File: config.mk
export PLATFORM = sky130hd
export DESIGN_NAME = radar_signal_gen_flat
export DESIGN_NICKNAME = d
export VERILOG_FILES = /design/src/rtl/radar_pkg.sv /design/src/rtl/radar_signal_gen_if.sv /design/src/rtl/radar_acp_spacer.sv /design/src/rtl/radar_signal_gen.sv /design/src/flat_wrapper.sv
export SDC_FILE = /design/constraint.sdc
export NUM_CORES = 1
export LEC_CHECK = 0
export CAP_MARGIN = 25
export CORE_ASPECT_RATIO = 0.5
export CORE_UTILIZATION = 60
export DETAILED_ROUTE_END_ITERATION = 16
export PLACE_DENSITY = 0.82
export SYNTH_ARGS = -nofsm -noshare
export SYNTH_HDL_FRONTEND = slang
export SYNTH_SLANG_ARGS = --single-unit
File: constraint.sdc
create_clock -name SYS_CLK -period 7.5 [get_ports SYS_CLK]
set_input_delay 1.5 -clock SYS_CLK [delete_from_list [all_inputs] [get_ports SYS_CLK]]
set_output_delay 1.5 -clock SYS_CLK [all_outputs]
set_load 0.02 [all_outputs]
File: src/rtl/radar_pkg.sv
// ============================================================================
// Module      : radar_pkg
// Description : Shared types and limits for the synthetic radar signal source.
// Revision    : 1.0 - initial release
// ============================================================================
`default_nettype none

package radar_pkg;

    localparam int RADAR_DATA_WIDTH = 32;

    // Smallest values that still leave a low gap after every 1 us pulse
    localparam int MIN_ARP_US  = 2;
    localparam int MIN_TRIG_US = 2;
    localparam int MIN_ACP_CNT = 1;

    typedef enum logic [0:0] {
        ST_IDLE = 1'b0,
        ST_RUN  = 1'b1
    } radar_state_e;

endpackage

`default_nettype wire

File: src/rtl/radar_signal_gen_if.sv
// ============================================================================
// Module      : radar_signal_gen_if
// Description : Configuration inputs and pulse outputs of radar_signal_gen.
// Revision    : 1.0 - initial release
// ============================================================================
`default_nettype none

import radar_pkg::*;

interface radar_signal_gen_if #(
    parameter int DATA_WIDTH = RADAR_DATA_WIDTH
);
    logic                  US_CLK;
    logic                  EN;
    logic [DATA_WIDTH-1:0] ARP_US;
    logic [DATA_WIDTH-1:0] ACP_CNT;
    logic [DATA_WIDTH-1:0] TRIG_US;
    logic                  ARP;
    logic                  ACP;
    logic                  TRIG;
    logic [DATA_WIDTH-1:0] ACP_IDX;
    logic                  RUNNING;
    logic                  CFG_ERR;

    modport master (
        output US_CLK, EN, ARP_US, ACP_CNT, TRIG_US,
        input  ARP, ACP, TRIG, ACP_IDX, RUNNING, CFG_ERR
    );

    modport slave (
        input  US_CLK, EN, ARP_US, ACP_CNT, TRIG_US,
        output ARP, ACP, TRIG, ACP_IDX, RUNNING, CFG_ERR
    );
endinterface

`default_nettype wire

File: src/rtl/radar_acp_spacer.sv
// ============================================================================
// Module      : radar_acp_spacer
// Description : Bresenham-style ACP placement: ACP_CNT pulses per ARP_US ticks.
// Revision    : 1.0 - initial release
// ============================================================================
`default_nettype none

import radar_pkg::*;

module radar_acp_spacer #(
    parameter int DATA_WIDTH = RADAR_DATA_WIDTH
) (
    input  wire logic                  clk,
    input  wire logic                  rst,
    input  wire logic                  tick_i,
    input  wire logic                  start_i,
    input  wire logic                  adv_i,
    input  wire logic [DATA_WIDTH-1:0] acp_cnt_i,
    input  wire logic [DATA_WIDTH-1:0] arp_us_i,
    output logic                       acp_o,
    output logic [DATA_WIDTH-1:0]      acp_idx_o
);

    logic [DATA_WIDTH-1:0] acc_q, acc_d;
    logic [DATA_WIDTH-1:0] idx_q, idx_d;
    logic                  acp_q, acp_d;
    logic [DATA_WIDTH:0]   sum;

    // One extra bit so acc + ACP_CNT can never wrap
    assign sum = {1'b0, acc_q} + {1'b0, acp_cnt_i};

    always_comb begin
        acc_d = acc_q;
        idx_d = idx_q;
        acp_d = acp_q;
        if (tick_i) begin
            acp_d = 1'b0;
            if (start_i) begin
                acc_d = '0;
                idx_d = '0;
                acp_d = 1'b1;
            end else if (adv_i) begin
                if (sum >= {1'b0, arp_us_i}) begin
                    acc_d = sum[DATA_WIDTH-1:0] - arp_us_i;
                    idx_d = idx_q + DATA_WIDTH'(1);
                    acp_d = 1'b1;
                end else begin
                    acc_d = sum[DATA_WIDTH-1:0];
                end
            end
        end
    end

    always_ff @(posedge clk) begin
        if (rst) begin
            acc_q <= '0;
            idx_q <= '0;
            acp_q <= 1'b0;
        end else begin
            acc_q <= acc_d;
            idx_q <= idx_d;
            acp_q <= acp_d;
        end
    end

    assign acp_o     = acp_q;
    assign acp_idx_o = idx_q;

endmodule

`default_nettype wire

File: src/rtl/radar_signal_gen.sv
// ============================================================================
// Module      : radar_signal_gen
// Description : Synthetic ARP/ACP/TRIG pulse source timed in US_CLK ticks.
//               Build option RADAR_GEN_TRIG_SYNC_EN phase-locks TRIG to ARP.
// Revision    : 1.0 - initial release
// ============================================================================
`default_nettype none

import radar_pkg::*;

module radar_signal_gen #(
    parameter int DATA_WIDTH = RADAR_DATA_WIDTH
) (
    input  wire logic         SYS_CLK,
    input  wire logic         RST,
    radar_signal_gen_if.slave bus
);

    radar_state_e          state_q, state_d;
    logic                  us_q;
    logic                  tick;
    logic [DATA_WIDTH-1:0] arp_us_q, arp_us_d;
    logic [DATA_WIDTH-1:0] acp_cnt_q, acp_cnt_d;
    logic [DATA_WIDTH-1:0] trig_us_q, trig_us_d;
    logic [DATA_WIDTH-1:0] us_cnt_q, us_cnt_d;
    logic [DATA_WIDTH-1:0] trig_cnt_q, trig_cnt_d;
    logic [DATA_WIDTH-1:0] trig_next;
    logic                  arp_q, arp_d;
    logic                  trig_q, trig_d;
    logic                  cfg_err_q, cfg_err_d;
    logic                  cfg_ok;
    logic                  rot_start;
    logic                  adv;

    assign tick = bus.US_CLK & ~us_q;

    assign cfg_ok = (bus.ARP_US  >= DATA_WIDTH'(MIN_ARP_US))  &&
                    (bus.TRIG_US >= DATA_WIDTH'(MIN_TRIG_US)) &&
                    (bus.ACP_CNT >= DATA_WIDTH'(MIN_ACP_CNT)) &&
                    (bus.ACP_CNT <= (bus.ARP_US >> 1));

    assign trig_next = (trig_cnt_q == trig_us_q - DATA_WIDTH'(1)) ? '0
                                                                  : trig_cnt_q + DATA_WIDTH'(1);

    always_comb begin
        state_d    = state_q;
        arp_us_d   = arp_us_q;
        acp_cnt_d  = acp_cnt_q;
        trig_us_d  = trig_us_q;
        us_cnt_d   = us_cnt_q;
        trig_cnt_d = trig_cnt_q;
        arp_d      = arp_q;
        trig_d     = trig_q;
        cfg_err_d  = cfg_err_q;
        rot_start  = 1'b0;
        adv        = 1'b0;
        if (tick) begin
            arp_d  = 1'b0;
            trig_d = 1'b0;
            case (state_q)
                ST_IDLE: begin
                    if (bus.EN) begin
                        if (cfg_ok) begin
                            state_d    = ST_RUN;
                            arp_us_d   = bus.ARP_US;
                            acp_cnt_d  = bus.ACP_CNT;
                            trig_us_d  = bus.TRIG_US;
                            cfg_err_d  = 1'b0;
                            rot_start  = 1'b1;
                            us_cnt_d   = '0;
                            trig_cnt_d = '0;
                            arp_d      = 1'b1;
                            trig_d     = 1'b1;
                        end else begin
                            cfg_err_d = 1'b1;
                        end
                    end
                end
                ST_RUN: begin
                    if (us_cnt_q == arp_us_q - DATA_WIDTH'(1)) begin
                        // Rotation boundary: leaving RUN emits nothing on this tick
                        if (!bus.EN) begin
                            state_d = ST_IDLE;
                        end else if (!cfg_ok) begin
                            state_d   = ST_IDLE;
                            cfg_err_d = 1'b1;
                        end else begin
                            arp_us_d  = bus.ARP_US;
                            acp_cnt_d = bus.ACP_CNT;
                            trig_us_d = bus.TRIG_US;
                            rot_start = 1'b1;
                            us_cnt_d  = '0;
                            arp_d     = 1'b1;
`ifdef RADAR_GEN_TRIG_SYNC_EN
                            trig_cnt_d = '0;
`else
                            trig_cnt_d = trig_next;
`endif
                            trig_d = (trig_cnt_d == '0);
                        end
                    end else begin
                        us_cnt_d   = us_cnt_q + DATA_WIDTH'(1);
                        adv        = 1'b1;
                        trig_cnt_d = trig_next;
                        trig_d     = (trig_next == '0);
                    end
                end
                default: state_d = ST_IDLE;
            endcase
        end
    end

    always_ff @(posedge SYS_CLK) begin
        if (RST) begin
            state_q    <= ST_IDLE;
            us_q       <= 1'b0;
            arp_us_q   <= '0;
            acp_cnt_q  <= '0;
            trig_us_q  <= '0;
            us_cnt_q   <= '0;
            trig_cnt_q <= '0;
            arp_q      <= 1'b0;
            trig_q     <= 1'b0;
            cfg_err_q  <= 1'b0;
        end else begin
            state_q    <= state_d;
            us_q       <= bus.US_CLK;
            arp_us_q   <= arp_us_d;
            acp_cnt_q  <= acp_cnt_d;
            trig_us_q  <= trig_us_d;
            us_cnt_q   <= us_cnt_d;
            trig_cnt_q <= trig_cnt_d;
            arp_q      <= arp_d;
            trig_q     <= trig_d;
            cfg_err_q  <= cfg_err_d;
        end
    end

    // Spacer sees the shadowed config, so mid-rotation edits cannot disturb it
    radar_acp_spacer #(
        .DATA_WIDTH (DATA_WIDTH)
    ) u_acp_spacer (
        .clk       (SYS_CLK),
        .rst       (RST),
        .tick_i    (tick),
        .start_i   (rot_start),
        .adv_i     (adv),
        .acp_cnt_i (acp_cnt_q),
        .arp_us_i  (arp_us_q),
        .acp_o     (bus.ACP),
        .acp_idx_o (bus.ACP_IDX)
    );

    assign bus.ARP     = arp_q;
    assign bus.TRIG    = trig_q;
    assign bus.RUNNING = (state_q == ST_RUN);
    assign bus.CFG_ERR = cfg_err_q;

endmodule

`default_nettype wire
File: src/flat_wrapper.sv
// flat-port wrapper written by rule: the top's interface ports become plain ports
module radar_signal_gen_flat 
#(
    parameter int DATA_WIDTH = RADAR_DATA_WIDTH
)
  (SYS_CLK, RST, bus_US_CLK, bus_EN, bus_ARP_US, bus_ACP_CNT, bus_TRIG_US, bus_ARP, bus_ACP, bus_TRIG, bus_ACP_IDX, bus_RUNNING, bus_CFG_ERR);
  radar_signal_gen_if #(.DATA_WIDTH(DATA_WIDTH)) bus_i ();
  input  wire logic SYS_CLK;
  input  wire logic RST;
  input wire logic [$bits(bus_i.US_CLK)-1:0] bus_US_CLK;
  input wire logic [$bits(bus_i.EN)-1:0] bus_EN;
  input wire logic [$bits(bus_i.ARP_US)-1:0] bus_ARP_US;
  input wire logic [$bits(bus_i.ACP_CNT)-1:0] bus_ACP_CNT;
  input wire logic [$bits(bus_i.TRIG_US)-1:0] bus_TRIG_US;
  output wire logic [$bits(bus_i.ARP)-1:0] bus_ARP;
  output wire logic [$bits(bus_i.ACP)-1:0] bus_ACP;
  output wire logic [$bits(bus_i.TRIG)-1:0] bus_TRIG;
  output wire logic [$bits(bus_i.ACP_IDX)-1:0] bus_ACP_IDX;
  output wire logic [$bits(bus_i.RUNNING)-1:0] bus_RUNNING;
  output wire logic [$bits(bus_i.CFG_ERR)-1:0] bus_CFG_ERR;
  assign bus_i.US_CLK = bus_US_CLK;
  assign bus_i.EN = bus_EN;
  assign bus_i.ARP_US = bus_ARP_US;
  assign bus_i.ACP_CNT = bus_ACP_CNT;
  assign bus_i.TRIG_US = bus_TRIG_US;
  assign bus_ARP = bus_i.ARP;
  assign bus_ACP = bus_i.ACP;
  assign bus_TRIG = bus_i.TRIG;
  assign bus_ACP_IDX = bus_i.ACP_IDX;
  assign bus_RUNNING = bus_i.RUNNING;
  assign bus_CFG_ERR = bus_i.CFG_ERR;
  radar_signal_gen #(.DATA_WIDTH(DATA_WIDTH)) u_core (.SYS_CLK(SYS_CLK), .RST(RST), .bus(bus_i));
endmodule
==> impl_summary.log <==
[metrics] number of buffers inserted during clock tree synthesis: 22
[metrics] total power divided by cell area: approximately 170 nW/um^2
[metrics] signed area change from the synthesized netlist to the final layout: 12.6%
[metrics] maximum clock rate: 154 MHz
[metrics] Hold WC Path Type: reg -> reg
[metrics] gr usage total: 0.354
[metrics] top post-synthesis cells by area: dfxtp_1, ha_1, nand2_1, a21oi_1, xnor2_1
[metrics] number of nets with antenna violations after detailed routing: 0
[metrics] proportion of layout cells with a drive suffix above 1: 0.0386
[metrics] final-stage net count: 2594
[metrics] Post-Syn Nets: 2552
[metrics] Final period util: 0.868
[metrics] Worst Tran Pin Value: between 1000 and 1500 ps
[metrics] cell at the root of the clock tree: clkbuf_16
[metrics] simple-gate portion of the synthesized area: 0.279
[metrics] post-synthesis share of cell area spent on full adders, half adders and majority gates: 0.0746
[metrics] total leakage power: 7.39 nW
[metrics] placed wire-length estimate after detailed placement: between 30000 and 40000 um
[metrics] mean number of vias per cell: ~6.4
[metrics] setup repair after global routing missed its margin: no
[metrics] Logic pwr share: 0.261
[metrics] tightest slew margin relative to the limit: 0.239
[metrics] vias in the first global route: 16100
[metrics] category of the worst setup path capture point: flip-flop
[metrics] count of input and output buffers: ~140
[metrics] number of cells on the worst reg-to-reg path: 22
[metrics] compound-cell area share of the yosys netlist: 0.233
[metrics] Seq/Total Area, Yosys: 0.266
[metrics] largest vdd supply drop: approximately 0.14 mV
[metrics] DRC violation count after routing: 0
[metrics] required time of the critical path: about 8000 ps
[metrics] row cnt: 43
[metrics] leading area contributor after synthesis: dfxtp_1
[metrics] worst clock skew: between 10 and 15 ps
[metrics] cell internal power dissipation: ~2.2 mW
[metrics] switching part of the total power: 0.320
[metrics] Starting Density: 0.617
[metrics] Seq pwr share: 0.382
[metrics] xor and xnor fraction of the mapped netlist area: 0.0678
[metrics] average instance area after synthesis: approximately 7.4 um^2
[metrics] x dimension of the die: 242 um
[metrics] CTS sink count: 230
[metrics] signal arrival time at the worst endpoint: around 7000 ps
[metrics] number of cells on the worst hold path: 2
[metrics] placeable core region: between 20000 and 30000 um^2
[metrics] class of the most critical setup path: reg -> reg
[metrics] area share of the leading cell type in the synthesized netlist: 0.266
[metrics] max-cap violation count: 0
[metrics] worst reg2reg path endpoint: u_core.u_acp_spacer.acp_idx_o[6]
[metrics] Final Setup Violations: 0
[metrics] multiplexer fraction of the synthesized cell area: 0.0188
[metrics] startpoint of the lowest-slack register-to-register path: u_core.u_acp_spacer.acc_q[0]
[metrics] die area: between 20000 and 30000 um^2
[metrics] final critical path time including I/O delays and setup: between 6000 and 7000 ps
[metrics] total negative slack: 0 ps
[metrics] total of cells resized after clock tree synthesis: 0
[metrics] clock edge transition at the registers on the reported setup and hold paths: roughly 70 ps
[metrics] number of enable-type register cells in the synthesized netlist: 0
[metrics] Placer Congestion: between 0.9 and 1
[metrics] max-slew violations: 0
[metrics] maximum level of the CTS H-tree: 1
[metrics] pin count of the biggest net entering global routing: 112
[metrics] status: complete, no violations
[metrics] number of antenna violations at the first check in global routing: 1
[metrics] total grt overflow: 0
[metrics] CTS tree: done
[metrics] number of instances in the synthesized netlist: roughly 2400
[metrics] Max FO, Critical Path: 29
[metrics] register-to-register setup slack: roughly 990 ps
[metrics] setup fix buffers added after clock tree synthesis: 0
[metrics] final routed wirelength across all metal layers: roughly 54000 um
[metrics] net load switching power: around 1.1 mW
[metrics] number of failing hold endpoints at the final stage: 0
[metrics] die height: about 120 um
[metrics] global-route wire length before repair: 85200 um
[metrics] Mapped Area: roughly 17000 um^2
[metrics] number of detailed-routing iterations run before antenna repair: 6
[metrics] Via Count: 18000
[metrics] 1st-iter DRT viols: ~1900
[metrics] number of warnings printed during yosys synthesis: 0
[metrics] Avg WL per Cell: 19.4 um
[metrics] total of hold buffers inserted after clock tree synthesis: 0
[metrics] number of distinct library cells after synthesis: 84
[metrics] combinational family with the most area after synthesis: simple AND/OR/NAND/NOR gates
[metrics] startpoint of the lowest-slack hold path: u_core.u_acp_spacer.acp_o
[metrics] type of origin of the critical path: flip-flop
[metrics] end point of the most critical hold path: u_core.u_acp_spacer.acp_o
[metrics] dominant synthesized flop cell: dfxtp_1
[metrics] FF+latch count, synth: 230
[metrics] Clk network pwr share: 0.356
[metrics] clk_lat worst skew: 540 ps
[metrics] Bufs on Longest Clock Path: 3
[metrics] top-level port count: approximately 140
[metrics] share of async-settable or async-resettable flops after synthesis: 0
[metrics] post-layout power: between 3 and 4 mW
registers in the layout, summed over array words and instances (netlist names):
signal and cells:
u_core.trig_cnt_q 32, u_core.u_acp_spacer.acp_o 1, u_core.trig_us_q 32, u_core.acp_cnt_q 32
u_core.bus.CFG_ERR 1, u_core.arp_us_q 32, u_core.u_acp_spacer.acp_idx_o 32, u_core.bus.ARP 1
u_core.us_cnt_q 32, u_core.us_q 1, u_core.bus.TRIG 1, u_core.u_acp_spacer.acc_q 32
u_core.bus.RUNNING 1
power groups by stage:
stage / logic (mW) / clock network (mW) / registers, mW
5_1_grt: 0.943 / 1.23 / 1.27
4_1_cts: 0.846 / 1.19 / 1.26
3_3_place_gp: 0.829 / 0 / 1.29
2_1_floorplan: 0.605 / 0 / 1.28
6_report: 0.863 / 1.18 / 1.26
3_5_place_dp: 0.839 / 0 / 1.29
layer usage:
layer / vias up / track usage / wire (um)
li1: 8636 / - / -
met1: 8371 / 0.495 / 24100
met2: 845 / 0.569 / 23800
met3: 108 / 0.0520 / 4700
met4: 4 / 0.0981 / 1260
met5: - / 0 / 131
cell usage in the layout (no fill, tap or decap), types with 36 or more instances in the layout:
cell / instances
a21oi_1: 219
a31oi_1: 40
and3_1: 42
clkdlybuf4s50_1: 135
dfxtp_1: 230
ha_1: 100
inv_1: 128
nand2_1: 333
nand3_1: 68
nand4_1: 54
nor2_1: 123
nor3_1: 80
nor4_1: 57
o21ai_0: 118
o31ai_1: 36
or3_1: 54
xnor2_1: 85
xor2_1: 49
stage by stage:
stage | std cells | cell area (um^2) | setup WS, ps | hold WS (ps) | util
floorplan | 2350 | 17300 | 2050 | 412 | -
global placement | 2748 | 18700 | 989 | 444 | 0.668
detailed placement | 2748 | 18700 | 829 | 453 | 0.668
CTS | 2787 | 19500 | 1040 | 461 | 0.695
global route | 2789 | 19500 | 532 | 472 | 0.695
finish | 2790 | 19500 | 993 | 460 | 0.695
synthesized netlist by cell type (6+ instances only):
library cell	instances
a41oi_1	9
o21ai_0	119
a22o_1	8
nand2_1	333
mux2i_1	28
inv_1	128
a2111o_1	6
nand2b_1	15
a211oi_1	17
o31a_1	14
nand3_1	68
or3_1	54
a211o_1	6
xor2_1	49
nor3_1	80
and3_1	42
xnor2_1	85
nand4b_1	6
nand3b_1	22
a21oi_1	219
o31ai_1	37
dfxtp_1	230
o21bai_1	12
nor2_1	125
and2_1	23
o32ai_1	10
a32oi_1	6
a21o_1	25
clkbuf_1	109
nor2b_1	19
buf_2	19
o211ai_1	28
ha_1	100
nand4_1	54
a31oi_1	40
a311oi_1	9
nor4_1	57
or2_2	11
or4_1	18
area by class of cell:
| cell class | instances | area (um^2) |
|---|---|---|
| multi-input combinational | 1856 | 11700 |
| clock inverter | 8 | 100 |
| inverter | 128 | 480 |
| fill | 2436 | 8540 |
| antenna | 1 | 2.50 |
| sequential | 230 | 4600 |
| timing repair buffer | 154 | 1510 |
| clock buffer | 31 | 636 |
| tap | 382 | 478 |
cells by family (layout without fill, tap and decap cells):
logic type	after synthesis	after routing
muxes	32	32
AOI/OAI and AO/OA	631	631
other	0	1
adders and majority gates	102	102
DFF	230	230
buffers and inverters	264	321
xor gates and xnor gates	134	134
and+or+nand+nor	957	957
critical path, stage by stage (launching register included):
cell and delay [ps]:
dfxtp_1 330, ha_1 190, inv_1 60, fa_1 400
nand2b_1 190, a21oi_1 290, o21ai_0 210, o21ai_0 410
nor4b_1 460, o32ai_1 190, o21ai_0 220, xor2_1 120
ha_1 380, nand2_1 130, or4_1 590, or4_1 520
o211ai_1 210, a41oi_1 70, a21oi_1 310, nor2_4 200
and2_4 300, or4_1 490, a21oi_1 140
worst max-delay path by stage:
stage | start | end | slack (ps) | depth (start not counted)
finish | u_core.u_acp_spacer.acc_q[0] | u_core.u_acp_spacer.acp_idx_o[6] | 990 | 22
global route | u_core.acp_cnt_q[0] | u_core.u_acp_spacer.acp_idx_o[6] | 530 | 22
CTS | u_core.u_acp_spacer.acc_q[0] | u_core.u_acp_spacer.acp_idx_o[6] | 1040 | 22
detailed placement | bus_ARP_US[16] | u_core.arp_us_q[27] | 830 | 14
global placement | bus_ARP_US[16] | u_core.arp_us_q[29] | 990 | 14
floorplan | u_core.u_acp_spacer.acc_q[0] | u_core.u_acp_spacer.acc_q[10] | 2050 | 24
No activity file was read; power rests on OpenSTA's default activity.
